[config.mk]
export PLATFORM = sky130hd
export DESIGN_NAME = mem_arbiter
export DESIGN_NICKNAME = d
export VERILOG_FILES = /design/src/rtl/mem_arb_pkg.sv /design/src/rtl/rr_arb2.sv /design/src/rtl/mem_arbiter.sv
export SDC_FILE = /design/constraint.sdc
export NUM_CORES = 1
export LEC_CHECK = 0
export CAP_MARGIN = 15
export CORE_MARGIN = 4
export CORE_UTILIZATION = 43
export DETAILED_ROUTE_END_ITERATION = 8
export PLACE_DENSITY_LB_ADDON = 0.12
export SKIP_CTS_REPAIR_TIMING = 1
export SYNTH_ARGS = -nofsm -noshare
export SYNTH_HDL_FRONTEND = slang
export SYNTH_SLANG_ARGS = --single-unit
[constraint.sdc]
create_clock -name clk_i -period 5.1 [get_ports clk_i]
set_input_delay 0.51 -clock clk_i [delete_from_list [all_inputs] [get_ports clk_i]]
set_output_delay 0.51 -clock clk_i [all_outputs]
set_load 0.02 [all_outputs]
[src/rtl/mem_arb_pkg.sv]
// Shared types for the two-port memory arbiter: FSM states, port id and the
// latched command record.
package mem_arb_pkg;

  typedef enum logic [1:0] {
    IDLE = 2'd0,
    CMD  = 2'd1,
    WAIT = 2'd2,
    RESP = 2'd3
  } arb_state_t;

  // Owner of the current transaction: 0 = core load/store port, 1 = DMA/debug port.
  typedef logic port_id_t;

  // Command fields are sized for the widest supported bus; the arbiter
  // zero-extends its width_p payload into them and uses only the low bits.
  localparam int unsigned ARB_MAX_W = 64;

  typedef struct packed {
    logic                 we;
    logic [ARB_MAX_W-1:0] addr;
    logic [ARB_MAX_W-1:0] wdata;
    logic [3:0]           wmask;
  } arb_cmd_t;

endpackage

[src/rtl/rr_arb2.sv]
// Two-way round-robin pick. On a tie the port that did not own the last
// transaction wins; a lone requester always wins.
module rr_arb2 (
  input  logic [1:0] req,
  input  logic       last,
  output logic [1:0] gnt
);

  // Combinational winner selection, one-hot or zero.
  always_comb begin
    gnt = 2'b00;
    if (req == 2'b11) begin
      gnt = last ? 2'b01 : 2'b10;
    end else begin
      gnt = req;
    end
  end

endmodule

[src/rtl/mem_arbiter.sv]
// Two-port memory arbiter: round-robin grant, single outstanding transaction,
// busy-stretchable memory access with a sticky timeout error.
//
// state | meaning
// IDLE  | waiting for a request; grant pulses here and payload is latched
// CMD   | one-cycle memory strobe with the latched command
// WAIT  | memory busy; address held, strobes low, timeout counter running
// RESP  | one-cycle rvalid to the owning port, pointer moves to the owner
module mem_arbiter
  import mem_arb_pkg::*;
#(
  parameter int unsigned width_p   = 32,
  parameter int unsigned timeout_p = 64
) (
  input  logic               clk_i,
  input  logic               reset_n_i,
  input  logic               p0_req_i,
  input  logic               p0_we_i,
  input  logic [width_p-1:0] p0_addr_i,
  input  logic [width_p-1:0] p0_wdata_i,
  input  logic [3:0]         p0_wmask_i,
  output logic               p0_gnt_o,
  output logic               p0_rvalid_o,
  output logic [width_p-1:0] p0_rdata_o,
  input  logic               p1_req_i,
  input  logic               p1_we_i,
  input  logic [width_p-1:0] p1_addr_i,
  input  logic [width_p-1:0] p1_wdata_i,
  input  logic [3:0]         p1_wmask_i,
  output logic               p1_gnt_o,
  output logic               p1_rvalid_o,
  output logic [width_p-1:0] p1_rdata_o,
  output logic [width_p-1:0] mem_addr_o,
  output logic               mem_re_o,
  output logic               mem_we_o,
  output logic [width_p-1:0] mem_wdata_o,
  output logic [3:0]         mem_wmask_o,
  input  logic [width_p-1:0] mem_rdata_i,
  input  logic               mem_busy_i,
  output logic               err_o
);

  localparam int unsigned cnt_w_lp = $clog2(timeout_p + 1);
  localparam logic [cnt_w_lp-1:0] cnt_last_lp = cnt_w_lp'(timeout_p - 1);

  arb_state_t            state_q, state_d;
  arb_cmd_t              cmd_q, cmd_d;
  port_id_t              owner_q, owner_d;
  logic                  last_q, last_d;
  logic [width_p-1:0]    rdata_q, rdata_d;
  logic [cnt_w_lp-1:0]   cnt_q, cnt_d;
  logic                  err_q, err_d;
  logic [1:0]            arb_gnt;
  logic                  unused_cmd_bits;

  assign unused_cmd_bits = ^cmd_q;
  assign err_o = err_q;

  rr_arb2 u_rr_arb2 (
    .req  ({p1_req_i, p0_req_i}),
    .last (last_q),
    .gnt  (arb_gnt)
  );

  // Next-state and output decode; every output defaults to 0.
  always_comb begin
    state_d     = state_q;
    cmd_d       = cmd_q;
    owner_d     = owner_q;
    last_d      = last_q;
    rdata_d     = rdata_q;
    cnt_d       = cnt_q;
    err_d       = err_q;
    p0_gnt_o    = 1'b0;
    p1_gnt_o    = 1'b0;
    p0_rvalid_o = 1'b0;
    p1_rvalid_o = 1'b0;
    p0_rdata_o  = '0;
    p1_rdata_o  = '0;
    mem_addr_o  = '0;
    mem_re_o    = 1'b0;
    mem_we_o    = 1'b0;
    mem_wdata_o = '0;
    mem_wmask_o = '0;
    unique case (state_q)
      IDLE: begin
        // Gating with reset keeps grant low while reset is held.
        if (reset_n_i && (arb_gnt != 2'b00)) begin
          p0_gnt_o    = arb_gnt[0];
          p1_gnt_o    = arb_gnt[1];
          owner_d     = arb_gnt[1];
          cmd_d.we    = arb_gnt[1] ? p1_we_i : p0_we_i;
          cmd_d.addr  = ARB_MAX_W'(arb_gnt[1] ? p1_addr_i : p0_addr_i);
          cmd_d.wdata = ARB_MAX_W'(arb_gnt[1] ? p1_wdata_i : p0_wdata_i);
          cmd_d.wmask = arb_gnt[1] ? p1_wmask_i : p0_wmask_i;
          state_d     = CMD;
        end
      end
      CMD: begin
        mem_re_o    = ~cmd_q.we;
        mem_we_o    = cmd_q.we;
        mem_addr_o  = cmd_q.addr[width_p-1:0];
        mem_wdata_o = cmd_q.wdata[width_p-1:0];
        mem_wmask_o = cmd_q.wmask;
        if (!mem_busy_i) begin
          rdata_d = cmd_q.we ? '0 : mem_rdata_i;
          state_d = RESP;
        end else begin
          cnt_d   = '0;
          state_d = WAIT;
        end
      end
      WAIT: begin
        mem_addr_o = cmd_q.addr[width_p-1:0];
        // Memory finishing on the last allowed cycle beats the timeout.
        if (!mem_busy_i) begin
          rdata_d = cmd_q.we ? '0 : mem_rdata_i;
          state_d = RESP;
        end else if (cnt_q == cnt_last_lp) begin
          err_d   = 1'b1;
          rdata_d = '0;
          state_d = RESP;
        end else begin
          cnt_d = cnt_q + 1'b1;
        end
      end
      RESP: begin
        p0_rvalid_o = (owner_q == 1'b0);
        p1_rvalid_o = (owner_q == 1'b1);
        p0_rdata_o  = (owner_q == 1'b0) ? rdata_q : '0;
        p1_rdata_o  = (owner_q == 1'b1) ? rdata_q : '0;
        last_d      = owner_q;
        state_d     = IDLE;
      end
      default: state_d = IDLE;
    endcase
  end

  // State, command latch, pointer, counter and sticky error registers.
  always_ff @(posedge clk_i or negedge reset_n_i) begin
    if (!reset_n_i) begin
      state_q <= IDLE;
      cmd_q   <= '0;
      owner_q <= 1'b0;
      last_q  <= 1'b1;
      rdata_q <= '0;
      cnt_q   <= '0;
      err_q   <= 1'b0;
    end else begin
      state_q <= state_d;
      cmd_q   <= cmd_d;
      owner_q <= owner_d;
      last_q  <= last_d;
      rdata_q <= rdata_d;
      cnt_q   <= cnt_d;
      err_q   <= err_d;
    end
  end

endmodule

* Word level (Yosys, flattened, before mapping) *
Index checks and enable logic that the tools add are counted.

word-level totals
  logic and storage cells = 69
  memories = 0
  bits in read-only memories = 0
  bits in latches = 0
  input bits = 175
  output and inout port bits = 139
  register bits after elaboration = 113
  memory bits (writable) = 0

operators by class
  eq/ne operators = 11
  mux-type cells = 35
  shifts and indexed selects = 0
  multipliers = 0
  reduce and logical (&&, ||, !) cells = 10
  div/mod/pow operators = 0
  $add $sub $neg = 1
  magnitude comparators = 0
  bitwise operators = 2

operators by type and width
  operator             number
  $mux 32              12
  $pmux 32 s2          1
  $mux 7               3
  $pmux 7 s2           1
  $mux 1               10
  $mux 2               5
  $ne 2x2->1 const B   5
  $mux 4               2
  $pmux 2 s4           1
  $add 7x1->7 const B  1
  $eq 7x6->1 const B   1
  $eq 2x2->1 const B   3
  $reduce_and 3->1     2
  $reduce_and 2->1     2
  $reduce_and 4->1     1
  $reduce_bool 2->1    2
  $ne 3x3->1 const B   1
  $eq 2x1->1 const B   1
  $logic_not 2->1      1
  $not 1->1            2
  $reduce_or 2->1      1
  $logic_and 1x1->1    1

* Longest topological paths before layout *
  depth after elaboration = 6
  depth in mapped cells = 7
  mapped depth without buffers = 6

* Modules after synthesis *
A second synthesis with hierarchy kept.

unflattened totals
  cell total of the unflattened synthesis = 669
  area total of the unflattened synthesis = 6143.4 µm²

modules (own cells, without submodules)
  module       area an instance (µm²)  cells an instance  times used  seq. area each (µm²)
  mem_arbiter  6124.6                  666                1           2829.0
  rr_arb2      18.8                    3                  1           0.0

* Worst setup path before layout *
OpenSTA, ideal clock, no wires.

  kind = register -> output
  from = register state_q[0]
  to = output p0_rdata_o[22]
  buffers on the path = 1
  setup slack = 3.074 ns
  cell stages (with the launch flop) = 5
  arrival time = 1.516 ns
  required time = 4.590 ns
  cell sequence = dfrtp_1 -> ha_1 -> nor2b_1 -> clkbuf_1 -> and2_1

on the way
  word-level cells in the longest chain between the ends = 2

RTL lines
  what                    line                text
  start, declared         mem_arbiter.sv:46   arb_state_t state_q, state_d;
  start signal, assigned  mem_arbiter.sv:150  state_q <= state_d;
  $eq 2x2->1              mem_arbiter.sv:85   unique case (state_q)
  $mux 32                 mem_arbiter.sv:85
  end, declared           mem_arbiter.sv:24   output logic [width_p-1:0] p0_rdata_o,

Every way passes these cells.

* Final worst setup path *
  from = register state_q[0]
  to = output p0_rdata_o[19]

Same word-level chain as after synthesis.

==> flow_summary.yaml <==
logic_synthesis:
  async_flop_share: 1.00
  yosysWarnings: 0
  synthTopCellsByCount: "112 x dfrtp_1, 102 x and2_1, 75 x inv_1, 71 x nand2_1, 69 x a222oi_1"
  ys_ff_latch: 113
  synth_nets: 780
  synth_cell_types: 41
  synth_most_common_cell: "dfrtp_1"
  synth_edf_count: 0
  syn_area_per_cell_um2: 9.63
  netlist_instances: 600
  synth.top_cells.by_area: "dfrtp_1 48%, a222oi_1 12%, and2_1 11%"
  seq_area_frac_synth: 0.489
  yosys.area.top_type_share: 0.485
  synth_flop_cell: "dfrtp_1"
  netlist_area_um2: 5780
  yosysTopAreaCell: "dfrtp_1"
worst_setup_path:
  crit_type: "flop to output port"
  path_max_fanout: 35
  critical_path.top_delay_family: "buffers and inverters"
  cp_slowest_stage_delay_ps: 830
  crit_path_start: "state_q[0]$_DFFE_PN0P_"
  crit_arrival_ps: 2960
  cpMaxStageDelayCell: "ha_1"
  crit_chain: "ha_1, nor2b_1, buf_4, and2_1, clkdlybuf4s50_1"
  cp.required_ps: 4590
  start_kind: "flop"
  cp-end-kind: "output port"
  r2r-start: "state_q[1]$_DFFE_PN0P_"
  reg2reg_slack_ps: 2590
  cp_num_buf_inv: 2
clock_network:
  cts_tree: "done"
  htreeDepth: 4
  cts-buffers-inserted: 17
  cts.root.buffer_cell: "clkbuf_16"
  cts_sinks: 113
  insertion_delay_ps: 410
  clk_pin_slew_ps: 50
  cts_max_path_buffers: 2
timing:
  setup-violations-final: 0
  hold_viol: 0
  maxSlewHeadroom: 0.340
  finalClockSkew_ps: 6.15
  finalCritPeriodShare: 0.680
  worst_pin_slew_ps: 990
  drv_slew: 0
  max_freq_mhz: 288
  finalCriticalPeriod_ps: 3470
  tns_ps: 0
  rsz0062_at_grt: "false"
route:
  drtIter0Drc: 666
  wl_met2_um: 10800
  num_vias: 6119
  drc: 0
  routed_wl_um: 21300
  drt_first_pass_iters: 9
  wl_met1_um: 7750
  routedWlPerCell_um: 19.7
  dr_wl_met3_um: 1920
  routed_via_density: 5.67
  highest_layer: "met4"
  antenna_left: 0
run_status:
  status: "completed"
placement:
  io_buffers: 313
  hpwl_um: 14900
  dp_cells: 1045
  gp_congestion: 0.793
  placed_cell_area_um2: 8990
power:
  p_leak_nw: 4.54
  power.density_nw_per_um2: 585
  ir_drop_mv: 0.337
  power_mw: 5.65
cells_and_area:
  area_growth_pct: 66.9
  multi_input_area_um2: 2480
  layoutNonFillerInstCount: 1079
  fin_util: 0.731
  fin_nets: 1072
  drive_above_1_share: 0.0532
  diodes: 0
  final_area_um2: 9650
  seqCellArea_um2: 2830
  fillers: 969
global_route:
  antenna_found_initial: 0
  grt_pass1_vias: 6137
  grt_pass1_wl_um: 32000
  grt-ovfl-total: 0
  grt_max_degree: 80
  grt_usage: 0.272
die:
  boundaryPins: 314
  dieArea_um2: 15400
  dieWidth_um: 124
  row_count: 42
  start_util: 0.438
  core_um2: 13200
  die_h_um: 124
run:
  cap_violations: 0
hold_path:
  hp-class: "input port to async pin"
[cells by family (layout without fill, tap and decap cells)]
| logic type | count (synthesis) | in the layout | share of synthesized area |
|---|---|---|---|
| simple gates | 229 | 229 | 0.220 |
| fa+ha+maj | 5 | 5 | 0.0108 |
| flops | 113 | 113 | 0.490 |
| buf+inv | 125 | 428 | 0.0857 |
| compound gates | 128 | 128 | 0.194 |
[where the power goes]
part           total, mW  switching (mW)  internal [mW]
clock               1.18           0.387          0.798
combinational       2.82            1.49           1.34
sequential          1.64           0.331           1.31
total               5.65            2.20           3.44
[routing by layer]
metal / up-vias / track usage
met2: 349 / 0.446
li1: 2720 / -
met1: 2989 / 0.318
met5: - / 0
met4: 0 / 0.131
met3: 61 / 0.0958
[path summary, 6_finish.rpt]
path / to / depth (start not counted)
max in group asynchronous: rdata_q[16]$_DFFE_PN0P_ / 2
max reg2reg: rdata_q[10]$_DFFE_PN0P_ / 9
min: rdata_q[6]$_DFFE_PN0P_ / 1
max: p0_rdata_o[19] / 5
min reg2reg: err_o$_DFFE_PN0P_ / 1
min in group clk_i: err_o$_DFFE_PN0P_ / 1
[state kept, by name, summed over array words and instances (netlist names)]
name,cells
cnt_q,7
last_q,1
err_o,1
rdata_q,32
owner_q,1
state_q,2
cmd_q,69
[final cells by class]
type / instances / share of cell area
Multi-Input combinational cell: 362 / 0.257
Clock inverter: 6 / 0.0109
Timing Repair Buffer: 323 / 0.337
Inverter: 75 / 0.0292
Clock buffer: 24 / 0.0499
Tap cell: 176 / 0.0228
Sequential cell: 113 / 0.293
[cell usage in the layout (no fill, tap or decap), types with 2 or more instances in the layout]
master	n
a21oi_1	5
a21oi_4	2
a222oi_1	69
a22oi_1	32
a31o_2	2
and2_1	102
and3_1	32
buf_4	7
buf_8	3
bufinv_16	3
clkbuf_1	4
clkbuf_16	17
clkbuf_8	3
clkdlybuf4s50_1	312
clkinv_2	3
dfrtp_1	112
ha_1	5
inv_1	75
nand2_1	71
nand3_1	7
nor2b_1	2
nor3_1	2
o211ai_1	4
o21a_1	2
o21ai_0	3
or4_1	2
[per-stage QoR]
step | worst slack [ps] | hold WS [ps]
floorplan | 3070 | 214
global placement | 2110 | 458
detailed placement | 1890 | 466
CTS | 1590 | 60.1
global route | 1440 | 75.6
finish | 1630 | 55.8
Power figures use the tool's default switching activity.
